[src/rtl/motor_drive_arbiter.sv]
// Round-robin arbiter sharing one motor_driver between NUM_REQ requesters.
// Optional busy-phase watchdog enabled by defining MOTOR_ARB_WATCHDOG_EN.
module motor_drive_arbiter #(
  parameter int NUM_REQ     = 2,
  parameter int REG_W       = 16,
  parameter int WDOG_MARGIN = 64
) (
  input  logic                       clock_16mhz,
  input  logic                       reset_n,
  input  logic                       clock_1mhz,
  input  logic [NUM_REQ-1:0]         req,
  input  logic [NUM_REQ*REG_W-1:0]   req_period,
  input  logic [NUM_REQ*REG_W-1:0]   req_len,
  input  logic [NUM_REQ-1:0]         req_dir,
  output logic [NUM_REQ-1:0]         ack,
  output logic [NUM_REQ-1:0]         done,
  output logic [NUM_REQ-1:0]         err,
  output logic                       busy,
  output logic [$clog2(NUM_REQ)-1:0] sel,
  output logic [REG_W-1:0]           drv_pulse_period,
  output logic [REG_W-1:0]           drv_pulse_len,
  output logic                       drv_dir,
  output logic                       drv_start,
  input  logic                       drv_ready,
  output logic                       drv_reset,
  output logic [2:0]                 dbg_state
);
  localparam int SEL_W = $clog2(NUM_REQ);

  // Handshakes: req is a level held until the one-cycle ack; done/err are
  // one-cycle pulses. drv_start pulses only while drv_ready=1, the driver
  // drops drv_ready to accept and raises it again when finished.
  typedef enum logic [2:0] {
    S_IDLE       = 3'd0,
    S_ARB        = 3'd1,
    S_START      = 3'd2,
    S_WAIT_LATCH = 3'd3,
    S_WAIT_READY = 3'd4,
    S_DONE       = 3'd5
  } state_t;

  state_t             state_q, state_d;
  logic [NUM_REQ-1:0] ack_q, ack_d, done_q, done_d, err_q, err_d;
  logic               busy_q, busy_d, start_q, start_d, dir_q, dir_d, flag_q, flag_d;
  logic [SEL_W-1:0]   sel_q, sel_d, ptr_q, ptr_d, gnt;
  logic [REG_W-1:0]   per_q, per_d, len_q, len_d, g_per, g_len;
  logic               g_dir, gnt_found;
  logic [1:0]         lat_cnt_q, lat_cnt_d;

`ifdef MOTOR_ARB_WATCHDOG_EN
  logic        clk1_q, rise_1m, rst_q, rst_d;
  logic [31:0] wd_cnt_q, wd_cnt_d;
  logic [1:0]  rst_cnt_q, rst_cnt_d;
  assign rise_1m   = clock_1mhz & ~clk1_q;
  assign drv_reset = rst_q;
`else
  logic unused_ok;
  assign unused_ok = ^{clock_1mhz, WDOG_MARGIN[0]};
  assign drv_reset = 1'b0;
`endif

  // First set request strictly after the pointer, wrapping modulo NUM_REQ.
  always_comb begin
    logic [SEL_W-1:0] idx;
    gnt_found = 1'b0;
    gnt       = '0;
    idx       = '0;
    for (int i = 1; i <= NUM_REQ; i++) begin
      idx = SEL_W'((int'(ptr_q) + i) % NUM_REQ);
      if (!gnt_found && req[idx]) begin
        gnt_found = 1'b1;
        gnt       = idx;
      end
    end
    g_per = '0;
    g_len = '0;
    g_dir = 1'b0;
    for (int k = 0; k < NUM_REQ; k++) begin
      if (SEL_W'(k) == gnt) begin
        g_per = req_period[k*REG_W +: REG_W];
        g_len = req_len[k*REG_W +: REG_W];
        g_dir = req_dir[k];
      end
    end
  end

  always_comb begin
    state_d   = state_q;
    ack_d     = '0;
    done_d    = '0;
    err_d     = '0;
    start_d   = 1'b0;
    sel_d     = sel_q;
    ptr_d     = ptr_q;
    per_d     = per_q;
    len_d     = len_q;
    dir_d     = dir_q;
    flag_d    = flag_q;
    lat_cnt_d = lat_cnt_q;
`ifdef MOTOR_ARB_WATCHDOG_EN
    rst_d     = 1'b0;
    wd_cnt_d  = wd_cnt_q;
    rst_cnt_d = rst_cnt_q;
`endif
    case (state_q)
      S_IDLE: begin
`ifdef MOTOR_ARB_WATCHDOG_EN
        if (|req && drv_ready) state_d = S_ARB;
`else
        if (|req) state_d = S_ARB;
`endif
      end
      S_ARB: begin
        if (!gnt_found) begin
          state_d = S_IDLE;
        end else begin
          sel_d      = gnt;
          per_d      = g_per;
          len_d      = g_len;
          dir_d      = g_dir;
          ack_d[gnt] = 1'b1;
          if (g_per <= REG_W'(3) || g_len == '0) begin
            flag_d  = 1'b1;
            state_d = S_DONE;
          end else begin
            flag_d  = 1'b0;
            state_d = S_START;
          end
        end
      end
      S_START: begin
        if (drv_ready) begin
          start_d   = 1'b1;
          lat_cnt_d = '0;
          state_d   = S_WAIT_LATCH;
        end
      end
      S_WAIT_LATCH: begin
        if (!drv_ready) begin
          state_d = S_WAIT_READY;
`ifdef MOTOR_ARB_WATCHDOG_EN
          wd_cnt_d  = 32'(len_q) + 32'(WDOG_MARGIN);
          rst_cnt_d = '0;
`endif
        end else if (lat_cnt_q == 2'd3) begin
          flag_d  = 1'b1;
          state_d = S_DONE;
        end else begin
          lat_cnt_d = lat_cnt_q + 2'd1;
        end
      end
      S_WAIT_READY: begin
`ifdef MOTOR_ARB_WATCHDOG_EN
        // Expiry holds drv_reset for two cycles before reporting the abort.
        if (rst_cnt_q == 2'd2) begin
          rst_d     = 1'b1;
          rst_cnt_d = 2'd1;
        end else if (rst_cnt_q == 2'd1) begin
          rst_cnt_d = '0;
          flag_d    = 1'b1;
          state_d   = S_DONE;
        end else if (drv_ready) begin
          state_d = S_DONE;
        end else if (rise_1m) begin
          if (wd_cnt_q <= 32'd1) begin
            rst_d     = 1'b1;
            rst_cnt_d = 2'd2;
          end else begin
            wd_cnt_d = wd_cnt_q - 32'd1;
          end
        end
`else
        if (drv_ready) state_d = S_DONE;
`endif
      end
      S_DONE: begin
        done_d[sel_q] = 1'b1;
        err_d[sel_q]  = flag_q;
        ptr_d         = sel_q;
        state_d       = S_IDLE;
      end
      default: state_d = S_IDLE;
    endcase
    busy_d = (state_d != S_IDLE);
  end

  always_ff @(posedge clock_16mhz or negedge reset_n) begin
    if (!reset_n) begin
      state_q   <= S_IDLE;
      ack_q     <= '0;
      done_q    <= '0;
      err_q     <= '0;
      busy_q    <= 1'b0;
      start_q   <= 1'b0;
      sel_q     <= '0;
      ptr_q     <= SEL_W'(NUM_REQ - 1);
      per_q     <= '0;
      len_q     <= '0;
      dir_q     <= 1'b0;
      flag_q    <= 1'b0;
      lat_cnt_q <= '0;
`ifdef MOTOR_ARB_WATCHDOG_EN
      clk1_q    <= 1'b0;
      rst_q     <= 1'b0;
      wd_cnt_q  <= '0;
      rst_cnt_q <= '0;
`endif
    end else begin
      state_q   <= state_d;
      ack_q     <= ack_d;
      done_q    <= done_d;
      err_q     <= err_d;
      busy_q    <= busy_d;
      start_q   <= start_d;
      sel_q     <= sel_d;
      ptr_q     <= ptr_d;
      per_q     <= per_d;
      len_q     <= len_d;
      dir_q     <= dir_d;
      flag_q    <= flag_d;
      lat_cnt_q <= lat_cnt_d;
`ifdef MOTOR_ARB_WATCHDOG_EN
      clk1_q    <= clock_1mhz;
      rst_q     <= rst_d;
      wd_cnt_q  <= wd_cnt_d;
      rst_cnt_q <= rst_cnt_d;
`endif
    end
  end

  assign ack              = ack_q;
  assign done             = done_q;
  assign err              = err_q;
  assign busy             = busy_q;
  assign sel              = sel_q;
  assign drv_pulse_period = per_q;
  assign drv_pulse_len    = len_q;
  assign drv_dir          = dir_q;
  assign drv_start        = start_q;
  assign dbg_state        = state_q;
endmodule

[config.mk]
export PLATFORM = sky130hd
export DESIGN_NAME = motor_drive_arbiter
export DESIGN_NICKNAME = d
export VERILOG_FILES = /design/src/rtl/motor_drive_arbiter.sv
export SDC_FILE = /design/constraint.sdc
export NUM_CORES = 1
export LEC_CHECK = 0
export ABC_AREA = 1
export BUFFER_PORTS_ARGS = -buffer_cell sky130_fd_sc_hd__buf_2
export CELL_PAD_IN_SITES_DETAIL_PLACEMENT = 1
export CELL_PAD_IN_SITES_GLOBAL_PLACEMENT = 1
export CORE_MARGIN = 1.5
export CORE_UTILIZATION = 29
export DETAILED_ROUTE_END_ITERATION = 8
export PLACE_DENSITY = 0.75
export SKIP_CTS_REPAIR_TIMING = 1
export SKIP_LAST_GASP = 1
export SLEW_MARGIN = 20
export SYNTH_ARGS = -nofsm -noshare
export SYNTH_HDL_FRONTEND = slang
export SYNTH_SLANG_ARGS = --single-unit
[constraint.sdc]
create_clock -name clock_16mhz -period 1.81 [get_ports clock_16mhz]
set_clock_uncertainty 0.15 [all_clocks]
set_input_delay 0.0905 -clock clock_16mhz [delete_from_list [all_inputs] [get_ports clock_16mhz]]
set_output_delay 0.0905 -clock clock_16mhz [all_outputs]
set_load 0.02 [all_outputs]
==> results of run 1 <==
## synthesized netlist by cell type
cell	instances
nand2_1	87
nor2_1	59
dfrtp_1	48
nand3_1	32
a31oi_1	28
inv_1	11
buf_4	7
o21ai_0	7
a21oi_1	6
buf_2	5
clkbuf_1	4
nor3_1	3
nand2_2	2
nand2_4	2
nor4_1	2
o21ai_2	2
buf_6	1
clkinv_1	1
conb_1	1
dfstp_2	1
ha_1	1
inv_2	1
o21bai_1	1
o22ai_1	1
o41ai_1	1
## flip-flops by register name, summed over array words and instances (netlist names)
name	flops
drv_pulse_len	16
ack	2
sel	1
drv_dir	1
err	2
drv_pulse_period	16
ptr_q	1
done	2
lat_cnt_q	2
dbg_state	3
drv_start	1
flag_q	1
busy	1
## worst max-delay path: cells and delay by family, from the launching register on
kind	cells	cell delay, ps
AOI/OAI and AO/OA	1	120
buffers and inverters	3	370
DFF	1	560
and+or+nand+nor	9	770
## worst min-delay path by stage
stage | to | slack [ps]
floorplan | ack[0] | -360
global placement | drv_pulse_len[7] | -90
detailed placement | drv_pulse_len[7] | -80
CTS | drv_pulse_len[10] | -430
global route | drv_pulse_period[8] | 20
finish | drv_pulse_period[11] | -5
## through the flow
stage | hold WS [ps] | setup slack [ps] | TNS, ps | instances | utilization
after floorplan | -355.1 | 124.1 | 0 | 314 | -
after global placement | -93.88 | -115.0 | -202.6 | 544 | 0.4010
after detailed placement | -78.52 | -159.2 | -322.5 | 544 | 0.4010
after CTS | -427.7 | -189.7 | -513.9 | 552 | 0.4174
after global routing | 20.34 | -342.4 | -1292 | 609 | 0.4965
final | -4.887 | -283.2 | -829.7 | 609 | 0.4965
## cell families after synthesis
kind of cell | count (synthesis)
other cells | 1
fa+ha+maj | 1
flops | 49
compound gates | 46
simple gates | 187
buf+inv | 30
## power groups by stage
stage	sequential (uW)	clock (uW)	combinational, uW
floorplan	2410	0	1180
global placement	1890	0	2650
detailed placement	1900	0	2740
CTS	1880	968	2750
global route	1940	1000	3320
finish	1900	943	3080
## cells in the final DEF (no fill, tap or decap), types with 2 or more instances in the layout
master,Yosys,final
nand3_1,32,30
inv_2,1,3
nor3_1,3,3
bufinv_16,0,2
nor2_2,0,2
dlygate4sd3_1,0,51
buf_4,7,22
nor4_1,2,2
buf_6,1,5
buf_12,0,3
o21ai_2,2,2
nand2_1,87,87
clkbuf_8,0,5
clkbuf_16,0,2
o21ai_0,7,7
a21oi_1,6,6
buf_2,5,115
nand3_2,0,2
inv_1,11,10
a31oi_1,28,28
nand2_2,2,2
nor2_1,59,57
dfrtp_1,48,48
## final cells by class
cell class | count | share of cell area
repair buffers | 198 | 0.3493
diodes | 1 | 0.0006165
well taps | 105 | 0.03237
inverters | 13 | 0.01202
flip-flops and latches | 49 | 0.3024
clock buffers | 5 | 0.01695
multi-input cells | 235 | 0.2703
clock inverters | 3 | 0.01603
## metal layers
layer,vias to the layer above,global-route usage
li1,1420,-
met1,1455,0.2192
met2,126,0.3446
met3,43,0.03060
met4,0,0.06716
met5,-,0
==> impl_results.md, run 1 <==
* Share of cells above drive strength 1 at 0.3380
* Starting density of the core at 0.2994
* CTS clk-pin slew, worst paths at 100 ps
* CTS Buf Count at 5
* Hold Path Depth at 3
* Simple-gate area share of the yosys netlist at 0.3149
* CTS HTree Levels at 2
* Largest net degree at the start of global routing at 43
* Gr usage total at 0.1882
* Failing checks: hold timing, setup timing
* Port-buffer cells at between 100 and 150
* Hold Fails Final Rpt at 2
* Crit-path max FO at 11
* Die X at ~95 um
* Worst Setup SP: ptr_q
* XOR/XNOR Fraction of Synth Area at 0
* Clock share of power at 0.159
* 1st-pass router iterations at 4
* Sequential Area at approximately 1200 um^2
* Min-delay src: req_period[11]
* IO Pins at between 100 and 150
* LEAKAGE at 0.002083 uW
* Switching fraction of total power at 0.4366
* Top Layer Used: met4
* Worst-Skew Late Latency at between 300 and 400 ps
* DR vias/cell at between 4 and 5
* Worst R2R End: flag_q
* Setup crit end: flag_q
* Max Slew Vio Count at 0
* Worst r2r src: ptr_q
* Yosys cell types at 25
* Yosys warnings at 0
* Post-synthesis mux area share at 0
* Clock Path Buffers at 2
* CP Class: flop to flop
* Clock sinks at 49
* Reg power frac at 0.321
* Net Switching at about 2600 uW
* HPWL after DPL at approximately 6.5 mm
* Chip height at 94.87 um
* Final net count at roughly 580
* Avg Cell Area, Syn at approximately 8 um^2
* Die area at between 8000 and 9000 um^2
* Root Driver: clkbuf_8
* Routed met1 length at about 3.8 mm
* Final worst slack at -283.2 ps
* Routed length on met2 at roughly 5.5 mm
* Pwr Total at 5915 uW
* Vias in the first global route at around 2,700
* Fmax at 0.4777 GHz
* Remaining DRCs at 0
* Dominant cell type by area after synthesis: dfrtp_1
* P&R area growth vs syn at 65.85%
* Largest family of logic cells by synthesized area: simple AND/OR/NAND/NOR gates
* Worst Reg-to-Reg Cells at 13
* Data arrival, critical path at between 2000 and 2500 ps
* GPL Wtd Cong at ~0.75
* Dpl cell area at ~3300 um^2
* Std-Cell Rows at 33
* Flops & latches, synth at 49
* Core Box Area at 8175 um^2
* Worst-case vdd ir drop at ~0.57 mV
* Hold_ws at -4.887 ps
* Status: complete, but fails checks
* CP Capture Type: flop
* CP max stage cell: dfstp_2
* Antenna Nets Post-Route at 0
* Worst path cell trace: nand2_4, nand2_8, clkbuf_16, nand2_1, nand2_1, nor2_1, nand2_1, nor2_1, nand2_1, nand2_2, buf_4, o22ai_2, inv_1
* Overflow after GRT at 0
* Final setup violation count at 5
* DR vias at just over 3,000
* Compound-cell area share of the yosys netlist at 0.1145
* Final Routed Wirelength at ~10 mm
* First-pass GRT wire length at between 10 and 15 mm
* Tmin final at 2093 ps
* R2R Setup Slk at -280 ps
* Area of the multi-input gates at between 1000 and 1500 um^2
* Max_cap viols at 0
* Fillers at between 1,000 and 1,500
* WP data required at 1870 ps
* Pwr dens at between 1000 and 1500 nW/um^2
* Comb power frac at 0.520
* CTS tree: built
* Synth Cell Area at about 2400 um^2
* Largest stage delay on the critical path at between 500 and 600 ps
* Antenna violations before repair at 1
* Tcrit/Tclk final at 1.156
* Wire length per cell at 16.82 um
* Routed met3 length at approximately 440 um
* Iter 0 DRT Violations at roughly 120
* Top cell by count, worst path: nand2_1
* Pint at ~3300 uW
* Worst min path class: input pin to flop
* Post-synthesis sequential area ratio at 0.5015
* Mapped Cells at 314
* Nature of the critical path startpoint: flop
* Syn_nets at between 300 and 400
* Top cells by area, synth: dfrtp_1, nand2_1, nor2_1
* RSZ-0062 raised after global routing: true
* Adder and majority gate portion of the synthesized area at 0.005112
* Finished Cell Area at roughly 4100 um^2
* Top cell type's share of synthesized area at 0.4908
No activity file was read; power rests on OpenSTA's default activity.
==> run 2, diff against run 1 <==
--- a/config.mk
+++ b/config.mk
@@ -10,9 +10,9 @@
 export CELL_PAD_IN_SITES_DETAIL_PLACEMENT = 1
 export CELL_PAD_IN_SITES_GLOBAL_PLACEMENT = 1
 export CORE_MARGIN = 1.5
-export CORE_UTILIZATION = 29
+export CORE_UTILIZATION = 32
 export DETAILED_ROUTE_END_ITERATION = 8
-export PLACE_DENSITY = 0.75
+export PLACE_DENSITY = 0.79
 export SKIP_CTS_REPAIR_TIMING = 1
 export SKIP_LAST_GASP = 1
 export SLEW_MARGIN = 20
==> constraint.sdc (replaced) <==
create_clock -name clock_16mhz -period 2.18 [get_ports clock_16mhz]
set_clock_uncertainty 0.15 [all_clocks]
set_input_delay 0.109 -clock clock_16mhz [delete_from_list [all_inputs] [get_ports clock_16mhz]]
set_output_delay 0.109 -clock clock_16mhz [all_outputs]
set_load 0.02 [all_outputs]
==> impl_results.md, run 2 (same netlist as run 1, synthesis figures left out) <==
* Clock sinks at 49
* Clock Path Buffers at 2
* TNS Setup at 0 ps
* Wire length per cell at ~17 um
* Final worst slack at around 120 ps
* Most common cell after layout, fill and taps aside: buf_2
* Data arrival, critical path at between 2000 and 2500 ps
* HPWL after DPL at 5.810 mm
* Min-delay src: req_len[20]
* Die area at 8181 um^2
* Overflow after GRT at 0
* CTS HTree Levels at 2
* Hold Fails Final Rpt at 3
* WP data required at 2240 ps
* Tcrit/Tclk final at 0.9443
* CP Class: flop to flop
* Final setup violation count at 0
* Hold_ws at -40.05 ps
* Chip height at between 90 and 100 um
* Vias in the first global route at roughly 2,600
* Dpl ws at about 180 ps
* Tightest Pin Transition at about 610 ps
* Fillers at slightly above 900
* DR vias at 2,944
* Crit-path max FO at 27
* Max_cap viols at 0
* IO Pins at 118
* 1st-pass router iterations at 4
* Tmin final at 2059 ps
* DR vias/cell at roughly 5.0
* Gr usage total at 0.1951
* Worst r2r src: ptr_q
* Commonest cells after routing, fill and taps aside: buf_2, nand2_1, dlygate4sd3_1
* Remaining DRCs at 0
* LEAKAGE at around 0.0020 uW
* Std-Cell Rows at 31
* Pwr Total at 4671 uW
* Antenna Nets Post-Route at 0
* CTS Buf Count at 5
* CTS tree: built
* Iter 0 DRT Violations at 90
* Final net count at 562
* Nature of the critical path startpoint: flop
* CP Capture Type: flop
* Port-buffer cells at 115
* First-pass GRT wire length at 12.74 mm
* Worst-case vdd ir drop at roughly 0.41 mV
* Worst-Skew Late Latency at roughly 310 ps
* Die X at around 90 um
* Root Driver: clkbuf_8
* Share of cells above drive strength 1 at 0.2837
* Final Util at 0.5305
* Final Routed Wirelength at between 10 and 15 mm
* Max Slew Vio Count at 0
* Slew Limit Headroom at 0.5911
* Worst min path class: input pin to flop
* Fmax at around 0.49 GHz
* Worst Setup SP: ptr_q
* Failing checks: hold timing
* CTS clk-pin slew, worst paths at roughly 110 ps
* Status: complete, but fails checks
* Pwr dens at 1201 nW/um^2
* Largest net degree at the start of global routing at 37
* Starting density of the core at 0.3338
* Core Box Area at about 7300 um^2
* Antenna violations before repair at 1
* P&R area growth vs syn at 58.90%
* GPL Wtd Cong at about 0.80
run 2: cell types whose count changed in the layout (fill, tap and decap cells not counted), sizes merged:
cell / before / now
buf: 145 / 123
clkbuf: 7 / 5
dlygate4sd3: 51 / 62
run 2: critical path, cell delays in order, from the launching register on:
cell and delay (ps):
dfstp_2 570, nand2_4 80, buf_6 190, nand3_1 120, nand2_1 60, nor2_1 160
nand2_1 90, nor2_1 160, nand2_1 100, nand2_2 100, o21ai_2 60, inv_1 70
nand2_1 50
run 2: power by group:
part	internal (uW)	switching [uW]
clock network	462	334
registers	1320	278
logic	803	1470
total	2590	2080
run 2: layer usage:
metal  up-vias  part of all wire  GRT usage
li1       1392                 -          -
met1      1407              0.40     0.2428
met2       110              0.53     0.3295
met3        35             0.042    0.04545
met4         0             0.035    0.07011
met5         -                 0          0
run 2: final timing paths:
path / to / slack (ps) / depth (start not counted)
worst max register to register: busy / 120 / 12
max in group asynchronous: drv_pulse_period[5] / 1050 / 3
worst min register to register: drv_pulse_period[13] / 350 / 2
min in group asynchronous: drv_pulse_len[7] / 170 / 2
worst min-delay path: drv_pulse_len[4] / -40 / 3
worst max-delay path: busy / 120 / 12
run 2: cell type report:
type,count,area [um^2],share of cell area
sequential,49,1227,0.3156
clock buffer,5,68.82,0.01770
multi-input combinational,235,1076,0.2767
timing repair buffer,185,1272,0.3272
inverter,13,48.80,0.01255
clock inverter,3,68.82,0.01770
tap,99,123.9,0.03185
antenna,1,2.502,0.0006435
run 2: metrics by stage:
step,instance area [um^2],instances
6_report,3889,590
3_5_place_dp,3115,519
5_1_grt,3889,590
2_1_floorplan,2447,314
4_1_cts,3253,527
3_3_place_gp,3115,519
